===== src/rtl/commit_trace.sv =====
// Retirement trace buffer: captures committed instructions into a small FIFO
// while tracing is enabled, stopping for good once the halt instruction retires.
//
// state    | meaning
// ---------+---------------------------------------------------------------
// S_IDLE   | tracing off; buffer keeps draining, commits ignored
// S_RUN    | tracing on; commits captured, cycle_cnt advancing
// S_HALTED | halt instruction captured; drains only, left only by reset
module commit_trace #(
    parameter int          XLEN      = 32,
    parameter int          DEPTH     = 16,
    parameter bit          WRAP_MODE = 1'b0,
    parameter logic [31:0] HALT_INS  = 32'h00100073
) (
    input  logic                     i_clk,
    input  logic                     i_rst,
    input  logic                     i_en,
    input  logic                     i_commit_valid,
    input  logic [XLEN-1:0]          i_commit_pc,
    input  logic [31:0]              i_commit_ins,
    input  logic                     i_rf_we,
    input  logic [4:0]               i_rf_rd,
    input  logic [XLEN-1:0]          i_rf_wdata,
    output logic                     o_out_valid,
    input  logic                     i_out_ready,
    output logic [XLEN-1:0]          o_out_pc,
    output logic [31:0]              o_out_ins,
    output logic                     o_out_we,
    output logic [4:0]               o_out_rd,
    output logic [XLEN-1:0]          o_out_wdata,
    output logic [$clog2(DEPTH):0]   o_count,
    output logic [15:0]              o_drop_cnt,
    output logic [31:0]              o_cycle_cnt,
    output logic                     o_halted,
    output logic                     o_done
);

    localparam int              AW       = $clog2(DEPTH);
    localparam int              CW       = AW + 1;
    localparam logic [CW-1:0]   FULL_CNT = CW'(DEPTH);

    typedef enum logic [1:0] {
        S_IDLE   = 2'd0,
        S_RUN    = 2'd1,
        S_HALTED = 2'd2
    } state_t;

    state_t r_state;
    state_t w_state_nxt;

    logic [XLEN-1:0] r_mem_pc    [DEPTH];
    logic [31:0]     r_mem_ins   [DEPTH];
    logic            r_mem_we    [DEPTH];
    logic [4:0]      r_mem_rd    [DEPTH];
    logic [XLEN-1:0] r_mem_wdata [DEPTH];

    logic [AW-1:0]   r_wptr;
    logic [AW-1:0]   r_rptr;
    logic [CW-1:0]   r_count;
    logic [15:0]     r_drop_cnt;
    logic [31:0]     r_cycle_cnt;

    logic            w_run;
    logic            w_halted;
    logic            w_push;
    logic            w_pop;
    logic            w_full;
    logic            w_wr;
    logic            w_drop;
    logic            w_rd_adv;
    logic            w_is_halt;
    logic            w_we_eff;
    logic [4:0]      w_rd_eff;
    logic [XLEN-1:0] w_wdata_eff;

    // ---------------- state machine ----------------
    always_ff @(posedge i_clk) begin
        if (i_rst) begin
            r_state <= S_IDLE;
        end else begin
            r_state <= w_state_nxt;
        end
    end

    // A captured halt wins over en falling on the same edge.
    always_comb begin
        w_state_nxt = r_state;
        case (r_state)
            S_IDLE:   if (i_en) w_state_nxt = S_RUN;
            S_RUN: begin
                if (w_push && w_is_halt) w_state_nxt = S_HALTED;
                else if (!i_en)          w_state_nxt = S_IDLE;
            end
            S_HALTED: w_state_nxt = S_HALTED;
            default:  w_state_nxt = S_IDLE;
        endcase
    end

    always_comb begin
        w_run    = 1'b0;
        w_halted = 1'b0;
        case (r_state)
            S_RUN:    w_run    = 1'b1;
            S_HALTED: w_halted = 1'b1;
            default: ;
        endcase
    end

    // ---------------- buffer control ----------------
    assign w_is_halt   = (i_commit_ins == HALT_INS);
    assign w_push      = w_run && i_commit_valid;
    assign w_pop       = o_out_valid && i_out_ready;
    assign w_full      = (r_count == FULL_CNT);

    // When full, a simultaneous pop frees the slot the write pointer sits on.
    assign w_drop      = w_push && w_full && !w_pop;
    assign w_wr        = w_push && (!w_full || w_pop || (WRAP_MODE == 1'b1));
    assign w_rd_adv    = w_pop || (w_drop && (WRAP_MODE == 1'b1));

    assign w_we_eff    = i_rf_we && (i_rf_rd != 5'd0);
    assign w_rd_eff    = w_we_eff ? i_rf_rd    : 5'd0;
    assign w_wdata_eff = w_we_eff ? i_rf_wdata : '0;

    always_ff @(posedge i_clk) begin
        if (i_rst) begin
            r_wptr      <= '0;
            r_rptr      <= '0;
            r_count     <= '0;
            r_drop_cnt  <= '0;
            r_cycle_cnt <= '0;
        end else begin
            if (w_wr)     r_wptr <= r_wptr + 1'b1;
            if (w_rd_adv) r_rptr <= r_rptr + 1'b1;
            if (w_wr && !w_rd_adv)      r_count <= r_count + 1'b1;
            else if (!w_wr && w_rd_adv) r_count <= r_count - 1'b1;
            if (w_drop && (r_drop_cnt != 16'hFFFF)) r_drop_cnt <= r_drop_cnt + 16'd1;
            if (w_run) r_cycle_cnt <= r_cycle_cnt + 32'd1;
        end
    end

    // Storage is not reset; emptiness is tracked by r_count alone.
    always_ff @(posedge i_clk) begin
        if (w_wr && !i_rst) begin
            r_mem_pc[r_wptr]    <= i_commit_pc;
            r_mem_ins[r_wptr]   <= i_commit_ins;
            r_mem_we[r_wptr]    <= w_we_eff;
            r_mem_rd[r_wptr]    <= w_rd_eff;
            r_mem_wdata[r_wptr] <= w_wdata_eff;
        end
    end

    // ---------------- outputs ----------------
    assign o_out_valid = (r_count != '0);
    assign o_out_pc    = r_mem_pc[r_rptr];
    assign o_out_ins   = r_mem_ins[r_rptr];
    assign o_out_we    = r_mem_we[r_rptr];
    assign o_out_rd    = r_mem_rd[r_rptr];
    assign o_out_wdata = r_mem_wdata[r_rptr];
    assign o_count     = r_count;
    assign o_drop_cnt  = r_drop_cnt;
    assign o_cycle_cnt = r_cycle_cnt;
    assign o_halted    = w_halted;
    assign o_done      = w_halted && (r_count == '0);

endmodule


===== config.mk =====
export PLATFORM = sky130hd
export DESIGN_NAME = commit_trace
export DESIGN_NICKNAME = d
export VERILOG_FILES = /design/src/rtl/commit_trace.sv
export SDC_FILE = /design/constraint.sdc
export NUM_CORES = 1
export LEC_CHECK = 0
export ABC_AREA = 1
export CAP_MARGIN = 30
export CORE_ASPECT_RATIO = 0.9
export CORE_MARGIN = 4
export CORE_UTILIZATION = 35
export CTS_BUF_LIST = sky130_fd_sc_hd__clkbuf_4
export CTS_CLUSTER_SIZE = 28
export DETAILED_ROUTE_END_ITERATION = 16
export GPL_ROUTABILITY_DRIVEN = 0
export PLACE_DENSITY = 0.47
export SLEW_MARGIN = 10
export SYNTH_ARGS = -nofsm -noshare
export SYNTH_HDL_FRONTEND = slang
export SYNTH_SLANG_ARGS = --single-unit

===== constraint.sdc =====
create_clock -name i_clk -period 11.54 [get_ports i_clk]
set_clock_uncertainty 0.1 [all_clocks]
set_input_delay 1.154 -clock i_clk [delete_from_list [all_inputs] [get_ports i_clk]]
set_output_delay 1.154 -clock i_clk [all_outputs]
set_load 0.03 [all_outputs]

==> results.md, run 1 <==
* Outcome: finished clean
* Num Clock Sinks at 1,699
* IO Port Bufs at approximately 260
* Placed cell count at 7,962
* Cell variety after synth at 33
* CTS Hold Buffers Added at 0
* Share of post-route cells with drive strength above 1 at 0.133
* Initial antenna violation count at 16
* Worst hold-check path type: in -> reg
* Post-route setup slack at approximately 4.8 ns
* Largest net degree at the start of global routing at 223
* Cells after synthesis at 5,422
* Primary FF master, synth: edfxtp_1
* Post-synthesis net count at roughly 5,500
* Drt wl/cell at 22.6 um
* Worst Path Class, Setup: reg -> out
* Initial Util at 0.352
* Worst path arrival time at 5.48 ns
* Worst skew pair latency at 1.39 ns
* CTS tree: built
* Num rows at 153
* Rel. slew slack at 0.229
* Clock Pin Slew Worst Setup and Hold Paths at 0.06 ns
* Crit. End Element: output pin
* Drt initial violations at 3,443
* Final wirelength at around 200,000 um
* Setup Viol. Count Final at 0
* Hold_sp: i_en
* GRT Util Overall at 0.192
* Pre-Repair DR Iteration Count at 5
* Max-Cap Viols at 0
* Startpoint Class: flip-flop
* Peak VDD IR at 0.000211 V
* Seq/Total Area, Yosys at 0.741
* Number of enable flip-flop cells after synthesis at 1,632
* Die X at 472 um
* Crit share post-route at 0.583
* Clock root buffer: clkbuf_4
* Crit Path Max Fanout at ~220
* Minimum clock period at 6.73 ns
* Layer with the highest usage: met2
* Cts bufs inserted at between 400 and 500
* H-tree levels at 5
* First-pass GRT wire length at 289,000 um
* Slew Limit Fails at 0
* Pwr Density at 202 nW/um^2
* Critical path data required time at just over 10 ns
* DPL Wire Length at 90,400 um
* Nets at about 6,000
* Antenna-violating nets left at 0
* Synthesized area at 68,000 um^2
* Post-CTS resize count at 0
* Vias at 44,900
* Leakage at 25.5 nW
* #FFs+latches synth at 1,699
* DRC violations left at 0
* Design Power at 0.0159 W
* Number of global-route vias before repair at 44,400
* CORE AREA at around 190,000 um^2
* Maximum clock frequency at 0.149 GHz
* Setup WS pre-CTS at roughly 5.8 ns
* Post-Layout Cell Count at 8,764
* Layout area overhead at 15.9%
* Synth warnings at 0
* RR Startpoint: r_state[1]
* Mean Syn Cell Area at 12.5 um^2
* Most frequent cells in the layout: edfxtp_1, nor2_1, o21ai_0
* Clock buffer depth at 4
* M1 GR Usage at 0.266
* Slew at the pin with the worst max-slew slack at ~1.2 ns
* Overflow after GRT at 0
* RSZ-0062 raised after global routing: false
* Top-level port count at 265
* Met3 usage at 0.0379
* Setup TNS at 0 ns
* Most common cell after layout, fill and taps aside: edfxtp_1
* FFs w/ async S/R, synth at 0
* Die Area at roughly 200,000 um^2
* Setup Buffers After CTS at 0
* Die H at 426 um
* Met2 track demand over resource at 0.299
* Via density at ~5.1
* Final Hold Viols at 0
[synthesized netlist by cell type (11+ instances only)]
master	number	area, um^2
o211ai_1	408	3060
clkbuf_1	202	758
ha_1	11	138
a21oi_1	40	200
buf_4	45	338
buf_1	46	173
nand4_1	13	81.3
nor3_1	13	65.1
inv_1	104	390
nand2_1	278	1040
o21ai_1	58	290
edfxtp_1	1632	49000
dfxtp_1	67	1340
nand3_1	176	881
xor2_1	12	105
nor2_1	1393	5230
buf_2	32	160
buf_6	25	282
o21ai_0	843	4220
[logic make-up (layout without fill, tap and decap cells)]
family	count (synthesis)	count (layout)	synth area share
AOI/OAI and AO/OA	1352	1352	0.115
and+or+nand+nor	1885	1885	0.109
DFF	1699	1699	0.741
other	0	16	0
buffers and inverters	457	1226	0.0313
adders and majority gates	12	12	0.00232
xor gates and xnor gates	17	17	0.00219
[worst max-delay path, cell delays in order, from the launching register on]
cell and delay [ns]:
dfxtp_4 0.53, inv_16 0.66, buf_4 0.40, buf_16 0.30
buf_4 0.63, nor2_1 0.11, nor2_1 0.10, o21ai_0 0.10
o21ai_1 0.12, o211ai_1 0.10, nand2_1 0.23, clkdlybuf4s50_1 0.72
[final cells by class]
cell class	instances	area [um^2]
Antenna cell	16	40.0
Clock buffer	694	5210
Clock inverter	70	305
Fill cell	18400	114000
Inverter	106	429
Multi-Input combinational cell	3266	15600
Sequential cell	1699	50400
Tap cell	2557	3200
Timing Repair Buffer	356	3620
[report_power, final]
part           internal [W]  switching [W]
registers           0.00679      0.0000604
logic               0.00124        0.00265
clock network       0.00272        0.00242
[worst paths after layout]
kind	endpoint	slack (ns)	cells past startpoint
min reg2reg	flip-flop	0.37	2
min	r_state[0]	0.27	3
max reg2reg	r_mem_pc[14][29]	6.63	10
max	o_out_ins[26]	4.81	11
[flip-flops by register name, summed over array words and instances, names as in the netlist, named ones only]
register	flops
r_mem_ins	512
r_mem_pc	512
r_mem_wdata	512
r_mem_rd	80
o_cycle_cnt	32
o_drop_cnt	16
r_mem_we	16
o_count	5
r_rptr	4
r_wptr	4
r_state	2
[stage by stage]
stage | util | cell area (um^2) | hold slack [ns]
global placement | 0.377 | 72900 | 0.339
finish | 0.408 | 78800 | 0.272
floorplan | - | 68000 | 0.334
global route | 0.408 | 78800 | 0.0855
CTS | 0.406 | 78500 | 0.0471
detailed placement | 0.378 | 73000 | 0.346
[routing by layer]
layer / vias up / routed length [um]
met5: - / 27
met4: 6 / 5630
met3: 372 / 11000
met2: 1303 / 90000
met1: 22300 / 91100
li1: 20900 / -
(Power assumes the default switching activity.)
==> run 2: changes to the inputs <==
==> constraint.sdc (replaced) <==
create_clock -name i_clk -period 6.8 [get_ports i_clk]
set_clock_uncertainty 0.1 [all_clocks]
set_input_delay 0.68 -clock i_clk [delete_from_list [all_inputs] [get_ports i_clk]]
set_output_delay 0.68 -clock i_clk [all_outputs]
set_load 0.03 [all_outputs]
==> run 2 against run 1 <==
  * Die area is the same
  * Register-to-register slack lost 3.8 ns
  * Power rose by 71%
  * Worst hold slack worse by 0.15 ns
  * Clock power is 73% higher
  * Critical path depth is 4 lower
  * Cell area increased by 0.84%
  * Combinational power grew 72%
  * Wire length decreased by 0.12%
  * Sequential share of layout area decreased by 0.53 points
  * Non-clock buffer count increased by 34
  * Final cell count grew 0.66%
  * Critical path type unchanged
  * Largest cell class unchanged
  * Largest power group unchanged
==> results.md, run 2 (synthesis results as in run 1) <==
* CORE AREA at approximately 190,000 um^2
* Critical path data required time at 6.02 ns
* Clock buffer depth at 4
* Antenna-violating nets left at 0
* Setup Buffers After CTS at 0
* Post-CTS resize count at 0
* Initial antenna violation count at 13
* Rel. slew slack at 0.298
* CTS Hold Buffers Added at 14
* Worst hold-check path type: in -> reg
* Die Area at roughly 200,000 um^2
* Most common cell after layout, fill and taps aside: edfxtp_1
* Vias at 44,700
* Leakage at 25.7 nW
* Clock root buffer: clkbuf_4
* Num Clock Sinks at between 1,500 and 2,000
* Max-Cap Viols at 0
* Outcome: finished clean
* Slew at the pin with the worst max-slew slack at roughly 1.0 ns
* RSZ-0062 raised after global routing: false
* Crit. End Element: output pin
* Initial Util at 0.352
* Startpoint Class: flip-flop
* Final wirelength at 198,000 um
* Regs by FF count: r_mem_ins x512, r_mem_pc x512, r_mem_wdata x512
* Die H at 426 um
* FILL cells at 18,400
* Share of post-route cells with drive strength above 1 at 0.138
* Pwr Density at 343 nW/um^2
* Pre-Repair DR Iteration Count at 5
* Num rows at 153
* CTS tree: built
* First-pass GRT wire length at 289,000 um
* Slew Limit Fails at 0
* DRC violations left at 0
* Drt initial violations at 3,554
* Clock Pin Slew Worst Setup and Hold Paths at approximately 0.060 ns
* H-tree levels at 5
* GRT Util Overall at 0.191
* Setup Viol. Count Final at 0
* Crit share post-route at 0.817
* Via density at 5.06
* Number of global-route vias before repair at 43,600
* Worst path arrival time at 4.77 ns
* Maximum clock frequency at approximately 0.18 GHz
* Die X at 472 um
* Top-level port count at 265
* Worst skew pair latency at 1.31 ns
* Worst hold slack at 0.119 ns
* Minimum clock period at 5.55 ns
* Most frequent cells in the layout: edfxtp_1, nor2_1, o21ai_0
* IO Port Bufs at between 200 and 300
* Peak VDD IR at 0.000214 V
* Overflow after GRT at 0
* Cts bufs inserted at between 400 and 500
* R2r setup slk at 2.82 ns
* Nets at around 6,000
* DPL Wire Length at 91,900 um
* Crit Path Max Fanout at 93
* Largest net degree at the start of global routing at 188
* Final Hold Viols at 0
* Layout area overhead at 16.9%
* Worst Path Class, Setup: reg -> out
* Drt wl/cell at 22.4 um
* Setup TNS at 0 ns
==> run 2: changes by cell type in the layout (fill, tap and decap cells not counted) <==
cell / change
clkbuf_4: +25
clkinvlp_4: +1
diode_2: +4
clkinv_2: -4
dlygate4sd3_1: +19
bufinv_16: -1
buf_12: +15
buf_16: +1
clkinv_1: -1
buf_6: -1
==> run 2: stage by stage <==
stage	cells	worst slack (ns)	area (um^2)	power, W	utilization
global route	8816	0.796	79400	0.0289	0.411
floorplan	5422	-2.19	68000	0.0163	-
finish	8822	1.25	79400	0.0272	0.411
CTS	8772	0.980	79000	0.0276	0.409
global placement	7971	2.48	73200	0.0186	0.379
detailed placement	7974	2.51	73200	0.0186	0.379
==> run 2: final timing paths <==
check | from | end | cells after the start
hold reg to reg | r_rptr[2] | flip-flop | 2
hold / removal | i_rf_wdata[20] | r_mem_wdata[11][20] | 3
setup / recovery | flip-flop | o_out_ins[24] | 7
setup reg to reg | r_state[1] | r_mem_pc[8][6] | 8
==> run 2: worst max-delay path, stage by stage (launching register included) <==
cell and delay (ns):
dfxtp_4 0.62, buf_4 0.45, buf_4 0.77, o21ai_0 0.20
o211ai_1 0.26, nand3_1 0.11, nand2_1 0.24, clkdlybuf4s50_1 0.72
==> run 2: metal layers <==
metal | vias up | wire length, um | GRT usage
met4 | 0 | 3920 | 0.0594
met5 | - | 0 | 0
met1 | 22100 | 92100 | 0.272
li1 | 21000 | - | -
met2 | 1193 | 91400 | 0.298
met3 | 314 | 10100 | 0.0362
==> run 2: final cells by class <==
cell class | count | area (um^2) | share of cell area
clock buffer | 719 | 5400 | 0.0680
tap | 2557 | 3200 | 0.0403
clock inverter | 65 | 259 | 0.00326
multi-input combinational | 3266 | 15600 | 0.196
timing repair buffer | 390 | 4130 | 0.0520
antenna | 20 | 50.0 | 0.000630
sequential | 1699 | 50400 | 0.634
inverter | 106 | 429 | 0.00540
==> run 2: where the power goes <==
part           internal [W]  switching, W
Clock               0.00473       0.00416
Sequential           0.0115      0.000118
Combinational       0.00215       0.00454
Total                0.0184       0.00881
